==> src/rtl/datapath_sequencer.sv <==
// datapath_sequencer: Moore control FSM for the simple-RISC datapath.
// Sequences MOV-imm, MOV-reg, ADD/CMP/AND/MVN, LDR/STR over a ready-handshaked
// memory port with a bounded wait counter, plus HALT and an error state.
// opcode/op are held stable by the issuer from s until w returns high, so the
// instruction class is decoded directly from them in every state.
module datapath_sequencer #(
    parameter int unsigned MEM_TIMEOUT = 15,
    parameter int unsigned ENABLE_MEM  = 1,
    parameter int unsigned ERR_STICKY  = 1
) (
    input  logic       clk,
    input  logic       rst,
    input  logic       s,
    input  logic [2:0] opcode,
    input  logic [1:0] op,
    input  logic       mem_ready,
    output logic       w,
    output logic       loada,
    output logic       loadb,
    output logic       loadc,
    output logic       loads,
    output logic       asel,
    output logic       bsel,
    output logic [2:0] nsel,
    output logic [1:0] vsel,
    output logic       write,
    output logic       load_addr,
    output logic [1:0] mem_cmd,
    output logic       halted,
    output logic       err
);

    localparam int unsigned CW     = $clog2(MEM_TIMEOUT + 1);
    localparam bit          MEM_EN = (ENABLE_MEM != 0);
    localparam bit          STICKY = (ERR_STICKY != 0);

    typedef enum logic [4:0] {
        S_WAIT, S_DECODE, S_WRITE_IMM, S_GET_A, S_GET_B, S_ALU, S_COMP,
        S_WRITE_REG, S_ADDR_CALC, S_LOAD_ADDR, S_MEM_RD, S_WRITE_MEM,
        S_GET_D, S_PASS_D, S_MEM_WR, S_HALT, S_ERR
    } state_t;

    state_t        state_q, state_d;
    logic [CW-1:0] cnt_q, cnt_d;

    logic is_movi, is_movr, is_add, is_cmp, is_and, is_mvn;
    logic is_ldr, is_str, is_halt, mem_timeout;

    assign is_movi = (opcode == 3'b110) && (op == 2'b10);
    assign is_movr = (opcode == 3'b110) && (op == 2'b00);
    assign is_add  = (opcode == 3'b101) && (op == 2'b00);
    assign is_cmp  = (opcode == 3'b101) && (op == 2'b01);
    assign is_and  = (opcode == 3'b101) && (op == 2'b10);
    assign is_mvn  = (opcode == 3'b101) && (op == 2'b11);
    assign is_ldr  = (opcode == 3'b011) && (op == 2'b00);
    assign is_str  = (opcode == 3'b100) && (op == 2'b00);
    assign is_halt = (opcode == 3'b111);

    // Last allowed ready-low cycle of a memory state.
    assign mem_timeout = (cnt_q == CW'(MEM_TIMEOUT - 1));

    // State and wait-counter registers with synchronous reset.
    always_ff @(posedge clk) begin
        if (rst) begin
            state_q <= S_WAIT;
            cnt_q   <= '0;
        end else begin
            state_q <= state_d;
            cnt_q   <= cnt_d;
        end
    end

    // Next-state routing; counter is zero outside memory states so entry clears it.
    always_comb begin
        state_d = state_q;
        cnt_d   = '0;
        case (state_q)
            S_WAIT:      if (s) state_d = S_DECODE;
            S_DECODE: begin
                if (is_movi)                            state_d = S_WRITE_IMM;
                else if (is_movr || is_mvn)             state_d = S_GET_B;
                else if (is_add || is_cmp || is_and)    state_d = S_GET_A;
                else if ((is_ldr || is_str) && MEM_EN)  state_d = S_GET_A;
                else if (is_halt)                       state_d = S_HALT;
                else                                    state_d = S_ERR;
            end
            S_WRITE_IMM: state_d = S_WAIT;
            S_GET_A:     state_d = (is_ldr || is_str) ? S_ADDR_CALC : S_GET_B;
            S_GET_B:     state_d = is_cmp ? S_COMP : S_ALU;
            S_ALU:       state_d = S_WRITE_REG;
            S_COMP:      state_d = S_WAIT;
            S_WRITE_REG: state_d = S_WAIT;
            S_ADDR_CALC: state_d = S_LOAD_ADDR;
            S_LOAD_ADDR: state_d = is_ldr ? S_MEM_RD : S_GET_D;
            S_MEM_RD: begin
                if (mem_ready)        state_d = S_WRITE_MEM;
                else if (mem_timeout) state_d = S_ERR;
                else                  cnt_d   = cnt_q + 1'b1;
            end
            S_WRITE_MEM: state_d = S_WAIT;
            S_GET_D:     state_d = S_PASS_D;
            S_PASS_D:    state_d = S_MEM_WR;
            S_MEM_WR: begin
                if (mem_ready)        state_d = S_WAIT;
                else if (mem_timeout) state_d = S_ERR;
                else                  cnt_d   = cnt_q + 1'b1;
            end
            S_HALT:      state_d = S_HALT;
            S_ERR:       if (!STICKY) state_d = S_WAIT;
            default:     state_d = S_WAIT;
        endcase
    end

    // Moore outputs decoded from the current state only.
    always_comb begin
        w         = 1'b0;
        loada     = 1'b0;
        loadb     = 1'b0;
        loadc     = 1'b0;
        loads     = 1'b0;
        asel      = 1'b0;
        bsel      = 1'b0;
        nsel      = 3'b000;
        vsel      = 2'b00;
        write     = 1'b0;
        load_addr = 1'b0;
        mem_cmd   = 2'b00;
        halted    = 1'b0;
        err       = 1'b0;
        case (state_q)
            S_WAIT:      w = 1'b1;
            S_WRITE_IMM: begin nsel = 3'b001; vsel = 2'b10; write = 1'b1; end
            S_GET_A:     begin nsel = 3'b001; loada = 1'b1; end
            S_GET_B:     begin nsel = 3'b010; loadb = 1'b1; end
            S_ALU:       begin loadc = 1'b1; asel = is_movr || is_mvn; end
            S_COMP:      loads = 1'b1;
            S_WRITE_REG: begin nsel = 3'b100; vsel = 2'b00; write = 1'b1; end
            S_ADDR_CALC: begin bsel = 1'b1; loadc = 1'b1; end
            S_LOAD_ADDR: load_addr = 1'b1;
            S_MEM_RD:    mem_cmd = 2'b01;
            S_WRITE_MEM: begin nsel = 3'b100; vsel = 2'b11; write = 1'b1; end
            S_GET_D:     begin nsel = 3'b100; loadb = 1'b1; end
            S_PASS_D:    begin asel = 1'b1; loadc = 1'b1; end
            S_MEM_WR:    mem_cmd = 2'b10;
            S_HALT:      halted = 1'b1;
            S_ERR:       err = 1'b1;
            default:     ;
        endcase
    end

endmodule

==> config.mk <==
export PLATFORM = sky130hd
export DESIGN_NAME = datapath_sequencer
export DESIGN_NICKNAME = d
export VERILOG_FILES = /design/src/rtl/datapath_sequencer.sv
export SDC_FILE = /design/constraint.sdc
export NUM_CORES = 1
export LEC_CHECK = 0
export ABC_AREA = 1
export BUFFER_PORTS_ARGS = -buffer_cell sky130_fd_sc_hd__buf_2
export CELL_PAD_IN_SITES_DETAIL_PLACEMENT = 0
export CELL_PAD_IN_SITES_GLOBAL_PLACEMENT = 2
export CORE_ASPECT_RATIO = 0.7
export CORE_MARGIN = 4
export CORE_UTILIZATION = 25
export CTS_CLUSTER_SIZE = 24
export DETAILED_ROUTE_END_ITERATION = 8
export PLACE_DENSITY = 0.83
export RECOVER_POWER = 100
export SLEW_MARGIN = 0
export SYNTH_ARGS = -nofsm -noshare
export SYNTH_HDL_FRONTEND = slang
export SYNTH_SLANG_ARGS = --single-unit
==> constraint.sdc <==
create_clock -name clk -period 1.88 [get_ports clk]
set_clock_uncertainty 0.05 [all_clocks]
set_input_delay 0.188 -clock clk [delete_from_list [all_inputs] [get_ports clk]]
set_output_delay 0.188 -clock clk [all_outputs]
set_load 0.02 [all_outputs]
# After elaboration in Yosys (flattened, before gate mapping)
# Index checks and enable logic that the tools add are counted.
[totals]
register_bits = 9
latchBits = 0
ramBits = 0
rom_bits = 0
inputBits = 9
output_inout_bits = 18
elab_cells = 80
mem_count = 0
[classes]
add_sub_neg = 1
n_mul = 0
div = 0
order_cmp = 0
eq_ne = 26
shifts = 0
mux = 27
n_bitwise = 2
n_reduce_logical = 22
[ops]
columns = ["operator", "count"]
rows = [
  ["$pmux 5 s13", 1],
  ["$mux 5", 9],
  ["$eq 5x4->1 const B", 8],
  ["$eq 5x3->1 const B", 4],
  ["$eq 3x3->1 const B", 4],
  ["$eq 5x2->1 const B", 2],
  ["$mux 1", 10],
  ["$pmux 3 s3", 1],
  ["$reduce_or 3->1", 3],
  ["$logic_and 1x1->1", 8],
  ["$pmux 2 s2", 2],
  ["$reduce_or 2->1", 3],
  ["$eq 5x1->1 const B", 1],
  ["$eq 5x5->1 const B", 1],
  ["$logic_not 5->1", 1],
  ["$add 4x1->4 const B", 1],
  ["$eq 2x2->1 const B", 2],
  ["$eq 4x4->1 const B", 1],
  ["$logic_or 1x1->1", 4],
  ["$mux 4", 1],
  ["$reduce_or 4->1", 1],
  ["$eq 3x2->1 const B", 1],
  ["$mux 3", 1],
  ["$eq 2x1->1 const B", 1],
  ["other kinds (6)", 7],
]

# Logic depth before layout (Yosys ltp)
[logic_depth]
word_depth = 8
depth_mapped = 10
ltp_nobuf = 10

# Least setup slack after synthesis
# No wires, ideal clock.
[synth_timing]
path_type = "register -> output"
start = "register state_q[1]"
end = "output port vsel[1]"
arrival_ns = 1.171
required_ns = 1.642
slack_ns = 0.471
stages_incl_launch_ff = 5
path_buffers = 0
path_cell_list = "dfxtp_1 -> nand2_1 -> nor2_1 -> inv_1 -> o21ai_0"
[synth_via]
elab_chain_len = 2
word_cells_on_any_way = 3
classes_between = "eq/ne: 2; mux: 1"
[synth_rtl]
columns = ["element", "line", "rtl"]
rows = [
  ["start, declared", "43", "state_t state_q, state_d;"],
  ["start signal, assigned", "68", "state_q <= state_d;"],
  ["$eq 5x4->1 / $eq 5x2->1 (equally long branches)", "130", "case (state_q)"],
  ["$pmux 2 s2 (*)", "130", ""],
  ["end, declared", "25", "output logic [1:0] vsel,"],
]
# Mark *: on every way between the ends. The rest lies on a longest branch, timed or not.

# Worst setup path in the final report
[layout_timing]
start = "register state_q[1]"
end = "output port nsel[0]"
[layout_via]
elab_chain_len = 3
word_cells_on_any_way = 9
classes_between = "eq/ne: 6; mux: 1; reduce/logical: 2"
[layout_rtl]
columns = ["element", "line", "rtl"]
rows = [
  ["$eq 5x4->1, or another cell as far along", "130", ""],
  ["$reduce_or 3->1 (no line) / $reduce_or 2->1 (equally long branches)", "-", ""],
  ["$pmux 3 s3 (*)", "130", ""],
  ["end, declared", "24", "output logic [2:0] nsel,"],
]
# Marks and branches as above.

==> results.toml <==
[status]
status = "complete, no violations"

[worst_setup_path]
end_kind = "primary output"
cpPeakStageDelay_ns = 0.47
critPathMaxFanout = 7
crit_top_cell = "nand2_1"
path_cells = "nand2_1 > nor2_1 > inv_1 > nor2_4 > inv_2 > nand2_1 > buf_2"
cp-start-kind = "register"
arrival_ns = 1.50
crit_type = "register to primary output"
worst_path_max_delay_cell = "dfxtp_1"
crit_required_ns = 1.64

[yosys]
synth_edf_count = 0
synth_most_common_cell = "nor2_1"
syn_avg_cell_area_um2 = 5.373
synth_common_cells = "40 x nor2_1, 36 x nand2_1, 23 x inv_1"
ys.flop_type = "dfxtp_1"
synthSimpleGateAreaFrac_pct = 56.32
yosysSeqAreaShare_pct = 21.92
synth_top_area_cell = "dfxtp_1"
netlist_top_cells_area = "dfxtp_1 22%, nor2_1 18%, nand2_1 16%"
ys_async_sr_fraction_pct = 0
synth-xor-area-share_pct = 2.131
synth_cells = 153
synth_top_family_by_area = "simple AND/OR/NAND/NOR gates"
ys_ff_latch = 9
ys_warn_count = 0
synth_area_um2 = 822.0
synth_top_area_share_pct = 21.92
syn-num-nets = 164
synth_compound_area_share_pct = 4.262
synth.distinct_cells = 17
synth_fa_ha_area_share_pct = 3.044
muxShareOfSynthArea_pct = 0

[cells_and_area]
diodes = 0
drive_gt1_share_pct = 14.75
multi_input_area_um2 = 528.0
final.fill_count = 366
nets = 195
seq_area_um2 = 180.2
area_delta_synth_final_pct = 24.20
finalCoreUtilization_pct = 32.43

[route]
vias_per_cell = 4.511
vias = 997
post-route-drc-count = 0
routed_wirelength_um = 2345
ant_nets = 0
drtIter0Drc = 79
firstDrtPassIters = 4
wire_per_inst_um = 10.61

[timing]
timing.slew.headroom_pct = 76.90
fmax_ghz = 0.5768
hold_viol = 0
setup_tns_ns = 0
finalMaxSlewViolations = 0
setup_viol = 0
post-route-period-util_pct = 92.22
worstMarginPinSlew_ns = 0.3429
rsz0062_at_grt = "false"
timing.final.crit_period_ns = 1.734

[global_routing]
track_usage_pct = 11.53
grt_pass1_vias = 912
overflow = 0
grt_first_pass_wirelength_um = 4071
antenna_found_initial = 0
grt_max_degree = 8

[floorplanning]
die-width_um = 76.54
die-area_um2 = 4284
io_pins = 27
die_height_um = 55.98
rows = 17
fp.coreArea_um2 = 3148
start_util_pct = 26.11

[cts]
cts_buffers = 3
cts_tree = "done"
clkLatencyLatePin_ns = 0.23
clockBufferDepth = 2
hold_buffers = 0
clk_pin_slew_worst_paths_ns = 0.04
cts_root_buf = "clkbuf_8"
htreeDepth = 1
cts_sinks = 9

[power]
power.sequential.fraction_pct = 27.9
p_clk_share_pct = 24.5
p_sw_share_pct = 44.84
ir_drop_uv = 200.1
power.density_nw_per_um2 = 861.5
p_int_w = 0.0004852
power.switching_w = 0.0003944
power.static_leakage_nw = 0.5684
finalPower_w = 0.0008796
p_comb_share_pct = 47.6

[placed_design]
io_buffers = 26
place_congestion = 0.8364
hpwl_um = 2058

[job]
cap_violations = 0

[worst_hold_path]
hold_path.class = "primary input to register"
## path summary, 6_finish.rpt
kind	from	endpoint	slack, ns	cells after the start
worst min-delay path	rst	state_q[0]	0.14	2
worst max register to register	state_q[4]	state_q[1]	0.42	7
worst max-delay path	state_q[1]	nsel[0]	0.15	7
worst min register to register	cnt_q[0]	cnt_q[0]	0.41	1
## cells in the final DEF (no fill, tap or decap)
master	n
xor2_1	1
ha_1	2
clkbuf_2	3
buf_2	14
nand2_1	36
clkbuf_1	10
nor2_4	2
inv_1	23
clkbuf_8	3
o21ai_1	1
xnor2_1	1
nand3_1	18
inv_2	4
a21oi_1	1
nand4_1	4
nor2_1	43
dfxtp_1	9
o21ai_0	5
nor3_1	2
nor2_2	1
## critical path, delay by kind of cell (launching register included)
family                 cells  cell delay (ns)
flip-flops                 1             0.47
buffers and inverters      3             0.34
AND/OR/NAND/NOR            4             0.46
## registers in the layout (all words and copies together) (netlist names)
signal,flops
state_q,5
cnt_q,4
## what timing repair did
item,in CTS,in global routing
setup buffers,0,0
endpoints found under the hold margin,0,0
resized for setup,0,1
endpoints found under the setup margin,0,1
## metal layers
layer / up-vias / wire length [um] / global-route usage [%]
met3: 0 / 169 / 3.722
met5: - / 0 / 0
met4: 0 / 0 / 1.550
met1: 437 / 1147 / 16.00
met2: 26 / 1028 / 17.77
li1: 534 / - / -
## cell type report
cell class              instances  area share (%)
multi-input cells             117           51.72
flip-flops and latches          9           17.65
repair buffers                 26           11.64
inverters                      27           9.926
well taps                      38           4.657
clock buffers                   4           4.412
## metrics by stage
step	instance area (um^2)	hold WS [ns]	cells	setup slack, ns
3_3_place_gp	999.7	0.3881	217	0.3861
2_1_floorplan	822.0	0.2071	153	0.4710
6_report	1021	0.1367	221	0.1462
5_1_grt	1021	0.1543	221	0.01177
4_1_cts	1045	0.1402	221	0.1595
3_5_place_dp	999.7	0.3825	217	0.4027
## power groups by stage
stage	logic [W]	clock network [W]	registers, W
finish	0.000419	0.000216	0.000245
global route	0.000478	0.000234	0.000250
CTS	0.000438	0.000225	0.000246
detailed placement	0.000435	0	0.000250
global placement	0.000438	0	0.000250
floorplan	0.000319	0	0.000243
## cell families after synthesis
kind of cell	after synthesis
XOR/XNOR	2
buffers and inverters	27
AND/OR/NAND/NOR	106
adder cells (fa/ha/maj)	2
flip-flops	9
AO/OA/AOI/OAI	7
Note: power is estimated with default switching activity, not from simulation.
